$ cat config.mk
export PLATFORM = sky130hd
export DESIGN_NAME = fetch_sequencer_flat
export DESIGN_NICKNAME = d
export VERILOG_FILES = /design/src/rtl/fetch_sequencer_if.sv /design/src/rtl/fetch_sequencer.sv /design/src/flat_wrapper.sv
export SDC_FILE = /design/constraint.sdc
export NUM_CORES = 1
export LEC_CHECK = 0
export BUFFER_PORTS_ARGS = -buffer_cell sky130_fd_sc_hd__buf_4
export CAP_MARGIN = 0
export CORE_MARGIN = 10
export CORE_UTILIZATION = 45
export DETAILED_ROUTE_END_ITERATION = 6
export GPL_TIMING_DRIVEN = 0
export PLACE_DENSITY = 0.74
export SLEW_MARGIN = 5
export SYNTH_ARGS = -nofsm -noshare
export SYNTH_HDL_FRONTEND = slang
export SYNTH_SLANG_ARGS = --single-unit
$ cat constraint.sdc
create_clock -name Clk -period 3.5 [get_ports Clk]
set_input_delay 0.525 -clock Clk [delete_from_list [all_inputs] [get_ports Clk]]
set_output_delay 0.525 -clock Clk [all_outputs]
set_load 0.05 [all_outputs]
$ cat src/rtl/fetch_sequencer_if.sv
// Fetch sequencer handshake bundle: control in, ROM address and status out.
// RetiredCount exists only when FETCH_SEQ_INSTR_COUNT_EN is defined.
interface fetch_sequencer_if #(
    parameter int unsigned A = 10
);
    logic         Start;
    logic         Stall;
    logic         Halt;
    logic         BranchEn;
    logic [A-1:0] Target;
    logic [A-1:0] InstAddress;
    logic         InstValid;
    logic         Busy;
    logic         Done;
    logic         Overrun;
`ifdef FETCH_SEQ_INSTR_COUNT_EN
    logic [15:0]  RetiredCount;
`endif

    modport master (
        output Start, Stall, Halt, BranchEn, Target,
`ifdef FETCH_SEQ_INSTR_COUNT_EN
        input  RetiredCount,
`endif
        input  InstAddress, InstValid, Busy, Done, Overrun
    );

    modport slave (
        input  Start, Stall, Halt, BranchEn, Target,
`ifdef FETCH_SEQ_INSTR_COUNT_EN
        output RetiredCount,
`endif
        output InstAddress, InstValid, Busy, Done, Overrun
    );
endinterface

$ cat src/rtl/fetch_sequencer.sv
// Program counter / fetch controller for a combinational instruction ROM.
// Define FETCH_SEQ_INSTR_COUNT_EN to add the saturating RetiredCount output.
module fetch_sequencer #(
    parameter int unsigned    A          = 10,
    parameter logic [A-1:0]   START_ADDR = '0
) (
    input  logic              Clk,
    input  logic              Reset,
    fetch_sequencer_if.slave  bus
);

    localparam logic [1:0] StIdle = 2'd0;
    localparam logic [1:0] StRun  = 2'd1;
    localparam logic [1:0] StDone = 2'd2;

    logic [1:0]   state_q, state_d;
    logic [A-1:0] pc_q, pc_d;
    logic         overrun_q, overrun_d;
    logic [A:0]   pc_inc;

`ifdef FETCH_SEQ_INSTR_COUNT_EN
    logic [15:0]  cnt_q, cnt_d;
    logic [15:0]  cnt_inc;

    assign cnt_inc = (cnt_q == 16'hFFFF) ? cnt_q : cnt_q + 16'd1;
`endif

    // Extra MSB catches the carry out of the top address.
    assign pc_inc = {1'b0, pc_q} + {{A{1'b0}}, 1'b1};

    always_comb begin
        state_d   = state_q;
        pc_d      = pc_q;
        overrun_d = overrun_q;
`ifdef FETCH_SEQ_INSTR_COUNT_EN
        cnt_d     = cnt_q;
`endif
        case (state_q)
            StRun: begin
                if (!bus.Stall) begin
`ifdef FETCH_SEQ_INSTR_COUNT_EN
                    cnt_d = cnt_inc;
`endif
                    if (bus.Halt) begin
                        state_d = StDone;
                    end else if (bus.BranchEn) begin
                        pc_d = bus.Target;
                    end else begin
                        pc_d = pc_inc[A-1:0];
                        if (pc_inc[A]) begin
                            overrun_d = 1'b1;
                            state_d   = StDone;
                        end
                    end
                end
            end
            default: begin
                // Idle and Done both accept Start the same way.
                if (bus.Start) begin
                    state_d   = StRun;
                    pc_d      = START_ADDR;
                    overrun_d = 1'b0;
`ifdef FETCH_SEQ_INSTR_COUNT_EN
                    cnt_d     = 16'd0;
`endif
                end
            end
        endcase
    end

    always_ff @(posedge Clk) begin
        if (Reset) begin
            state_q   <= StIdle;
            pc_q      <= START_ADDR;
            overrun_q <= 1'b0;
`ifdef FETCH_SEQ_INSTR_COUNT_EN
            cnt_q     <= 16'd0;
`endif
        end else begin
            state_q   <= state_d;
            pc_q      <= pc_d;
            overrun_q <= overrun_d;
`ifdef FETCH_SEQ_INSTR_COUNT_EN
            cnt_q     <= cnt_d;
`endif
        end
    end

    assign bus.InstAddress = pc_q;
    assign bus.InstValid   = (state_q == StRun);
    assign bus.Busy        = (state_q == StRun);
    assign bus.Done        = (state_q == StDone);
    assign bus.Overrun     = overrun_q;
`ifdef FETCH_SEQ_INSTR_COUNT_EN
    assign bus.RetiredCount = cnt_q;
`endif

endmodule

$ cat src/flat_wrapper.sv
// flat-port wrapper written by rule: the top's interface ports become plain ports
module fetch_sequencer_flat 
#(
    parameter int unsigned    A          = 10,
    parameter logic [A-1:0]   START_ADDR = '0
)
  (Clk, Reset, bus_Start, bus_Stall, bus_Halt, bus_BranchEn, bus_Target, bus_InstAddress, bus_InstValid, bus_Busy, bus_Done, bus_Overrun);
  fetch_sequencer_if #(.A(A)) bus_i ();
  input  logic Clk;
  input  logic Reset;
  input wire logic [$bits(bus_i.Start)-1:0] bus_Start;
  input wire logic [$bits(bus_i.Stall)-1:0] bus_Stall;
  input wire logic [$bits(bus_i.Halt)-1:0] bus_Halt;
  input wire logic [$bits(bus_i.BranchEn)-1:0] bus_BranchEn;
  input wire logic [$bits(bus_i.Target)-1:0] bus_Target;
  output wire logic [$bits(bus_i.InstAddress)-1:0] bus_InstAddress;
  output wire logic [$bits(bus_i.InstValid)-1:0] bus_InstValid;
  output wire logic [$bits(bus_i.Busy)-1:0] bus_Busy;
  output wire logic [$bits(bus_i.Done)-1:0] bus_Done;
  output wire logic [$bits(bus_i.Overrun)-1:0] bus_Overrun;
  assign bus_i.Start = bus_Start;
  assign bus_i.Stall = bus_Stall;
  assign bus_i.Halt = bus_Halt;
  assign bus_i.BranchEn = bus_BranchEn;
  assign bus_i.Target = bus_Target;
  assign bus_InstAddress = bus_i.InstAddress;
  assign bus_InstValid = bus_i.InstValid;
  assign bus_Busy = bus_i.Busy;
  assign bus_Done = bus_i.Done;
  assign bus_Overrun = bus_i.Overrun;
  fetch_sequencer #(.A(A), .START_ADDR(START_ADDR)) u_core (.Clk(Clk), .Reset(Reset), .bus(bus_i));
endmodule
==> out/qor.yml <==
synthesis:
  ys_warn_count: 0
  avgSynthCellArea_um2: 8.224
  synth_flop_cell: "dfxtp_1"
  synth_edf_count: 0
  ys_top_cells_by_area: "dfxtp_1 33%, a21oi_1 7.6%, a32oi_1 4.4%"
  synth_nets: 113
  synth_cell_type_count: 37
  syn_area_um2: 789.5
  synthCells: 96
  synth-seq-cells: 13
  synth_top_area_share_pct: 32.96
  async_flop_share_pct: 0
  synth_top_area_cell: "dfxtp_1"
  yosysSeqAreaShare_pct: 32.96
cts:
  cts_tree: "built"
  worstSkewPairLatency_ns: 0.28
  clk_pin_slew_worst_paths_ns: 0.08
  post_cts_resized: 0
  cts_sinks: 13
  htree_levels: 1
  root_buffer: "clkbuf_4"
  cts_hold_buffers: 0
  clock_path_buffers: 2
  cts-buffers-inserted: 3
  cts_setup_buffers: 0
timing:
  finalWorstSetupSlack_ns: 1.624
  holdWs_ns: 0.4637
  fin_tns_setup_ns: 0
  hold_viol: 0
  clock_skew_ns: 0.001710
  slew_headroom_pct: 38.81
  maxSlewViolCount: 0
  period_share_pct: 53.61
  fmax_mhz: 533.0
  setup_viol: 0
  rsz0062_at_grt: "no"
  worstMarginPinSlew_ns: 0.9154
  layout_min_cycle_time_ns: 1.876
final_layout:
  final_common_cell: "buf_4"
  multi_input_area_um2: 471.7
  final.fill_count: 179
  fin_cells: 146
  final_nets: 147
  regArea_um2: 260.3
  drive_above_1_share_pct: 30.23
  diodes: 0
  areaGrowthSynthToFinish_pct: 33.60
  final_cell_mix: "30 x buf_4, 13 x dfxtp_1, 12 x a21oi_1"
worst_setup_path:
  reg2regPathDepth: 4
  r2r-end: "u_core.bus.InstAddress[2]"
  cp.arrival_ns: 2.04
  critical_path_class: "register to register"
  cp_slowest_cell: "nor4b_2"
  cp_max_fo: 10
  r2r_start: "u_core.state_q[1]"
  r2r_slack_ns: 1.62
  endpoint_kind: "register"
  worstPathRequired_ns: 3.66
  crit_chain: "nor4b_2 > a21oi_2 > o211ai_1 > o21ai_0"
  critPathMaxStageDelay_ns: 0.82
  cp-start-kind: "register"
routing:
  avgRoutedWirePerCell_um: 15.51
  first_pass_iters: 4
  drtAntennaViolNets: 0
  highest_layer: "met4"
  wl_met3_um: 131
  dr_wl_met2_mm: 1.190
  routed_wl_mm: 2.264
  num_vias: 838
  drt-met1-wl_um: 930
  drt-vias-per-instance: 5.740
  drc: 0
  drt_iter0_drc: 29
floorplanning:
  start_util_pct: 46.74
  dieHeight_um: 61.89
  dieWidth_um: 61.89
  dieArea_um2: 3830
  core_um2: 1689
  ios: 30
  rows: 15
pwr:
  vdd.ir_drop.worst_mv: 0.2627
  power.leakage_nw: 0.4192
  cellPowerDensity_nw_per_um2: 301.7
hold_path:
  hp-class: "input port to register"
  holdCritStartpoint: "Reset"
  min_to: "u_core.bus.InstAddress[3]"
  holdPathStages: 2
global_routing:
  grt_overflow: 0
  grt_pass1_wl_mm: 3.712
  grt_antenna_before_repair: 0
  grt_pass1_vias: 806
  grt_start_max_net_pins: 11
  grtUsageTotal_pct: 12.81
run:
  cap_violations: 0
place:
  dp_hpwl_mm: 1.718
  post-place-ws_ns: 1.344
  port_buffers: 29
  dp_cells: 142
  finalWeightedCongestion: 0.7615
outcome:
  status: "finished clean"
==> synth_stat cells, types with 2 or more instances <==
cell,n
nor2_1,6
mux2i_1,2
o32ai_1,2
nand2b_1,2
o21ai_0,7
clkbuf_1,2
a32oi_1,4
o21a_1,2
a21oi_1,12
nor3b_1,2
nand3_1,2
nand2_1,5
dfxtp_1,13
inv_1,7
nor3_1,6
==> critical path: cells and delay by family, from the launching register on <==
kind	cells	cell delay (ns)
AND/OR/NAND/NOR	1	0.82
AO/OA/AOI/OAI	3	0.59
flip-flops	1	0.35
==> registers in the layout, indices dropped and copies added (netlist names) <==
register,flops
u_core.state_q,2
u_core.bus.Overrun,1
u_core.bus.InstAddress,10
==> worst max path at each step <==
stage / startpoint / to / slack (ns)
3_5_place_dp: bus_Halt / u_core.bus.InstAddress[2] / 1.34
2_1_floorplan: u_core.bus.InstAddress[0] / u_core.bus.Overrun / 1.62
4_1_cts: u_core.state_q[1] / u_core.bus.InstAddress[2] / 1.61
5_1_grt: u_core.state_q[0] / u_core.bus.InstAddress[6] / 1.41
6_report: u_core.state_q[1] / u_core.bus.InstAddress[2] / 1.62
3_3_place_gp: bus_Halt / u_core.bus.InstAddress[7] / 1.36
==> metal layers <==
metal  global-route usage (%)  vias to the layer above
met5                        0                        -
met4                    5.096                        0
met3                    3.049                        2
met2                    22.84                       24
met1                    14.20                      380
li1                         -                      432
==> where the power goes <==
group          switching [mW]  total, mW  internal (mW)
logic                  0.0399     0.0672         0.0273
registers             0.00389      0.155          0.151
clock network          0.0520     0.0962         0.0442
==> kinds of logic after synthesis <==
logic type,share of synthesized area [%]
compound gates,30.59
fa+ha+maj,1.585
buf+inv,7.291
flops,32.96
mux,2.536
simple gates,25.04
==> cell type report <==
type	instances	share of cell area, %
multi-input combinational	71	44.72
buffer	5	2.966
timing repair buffer	29	20.64
clock buffer	4	2.491
sequential	13	24.67
tap	17	2.017
inverter	7	2.491
==> through the flow <==
step / util (%) / power, mW / cell area [µm²]
detailed placement: 60.89 / 0.2254 / 1028
global route: 62.44 / 0.3358 / 1055
finish: 62.44 / 0.3182 / 1055
floorplan: - / 0.1974 / 789.5
global placement: 60.89 / 0.2241 / 1028
CTS: 62.44 / 0.3217 / 1055
No activity file was read; power rests on OpenSTA's default activity.
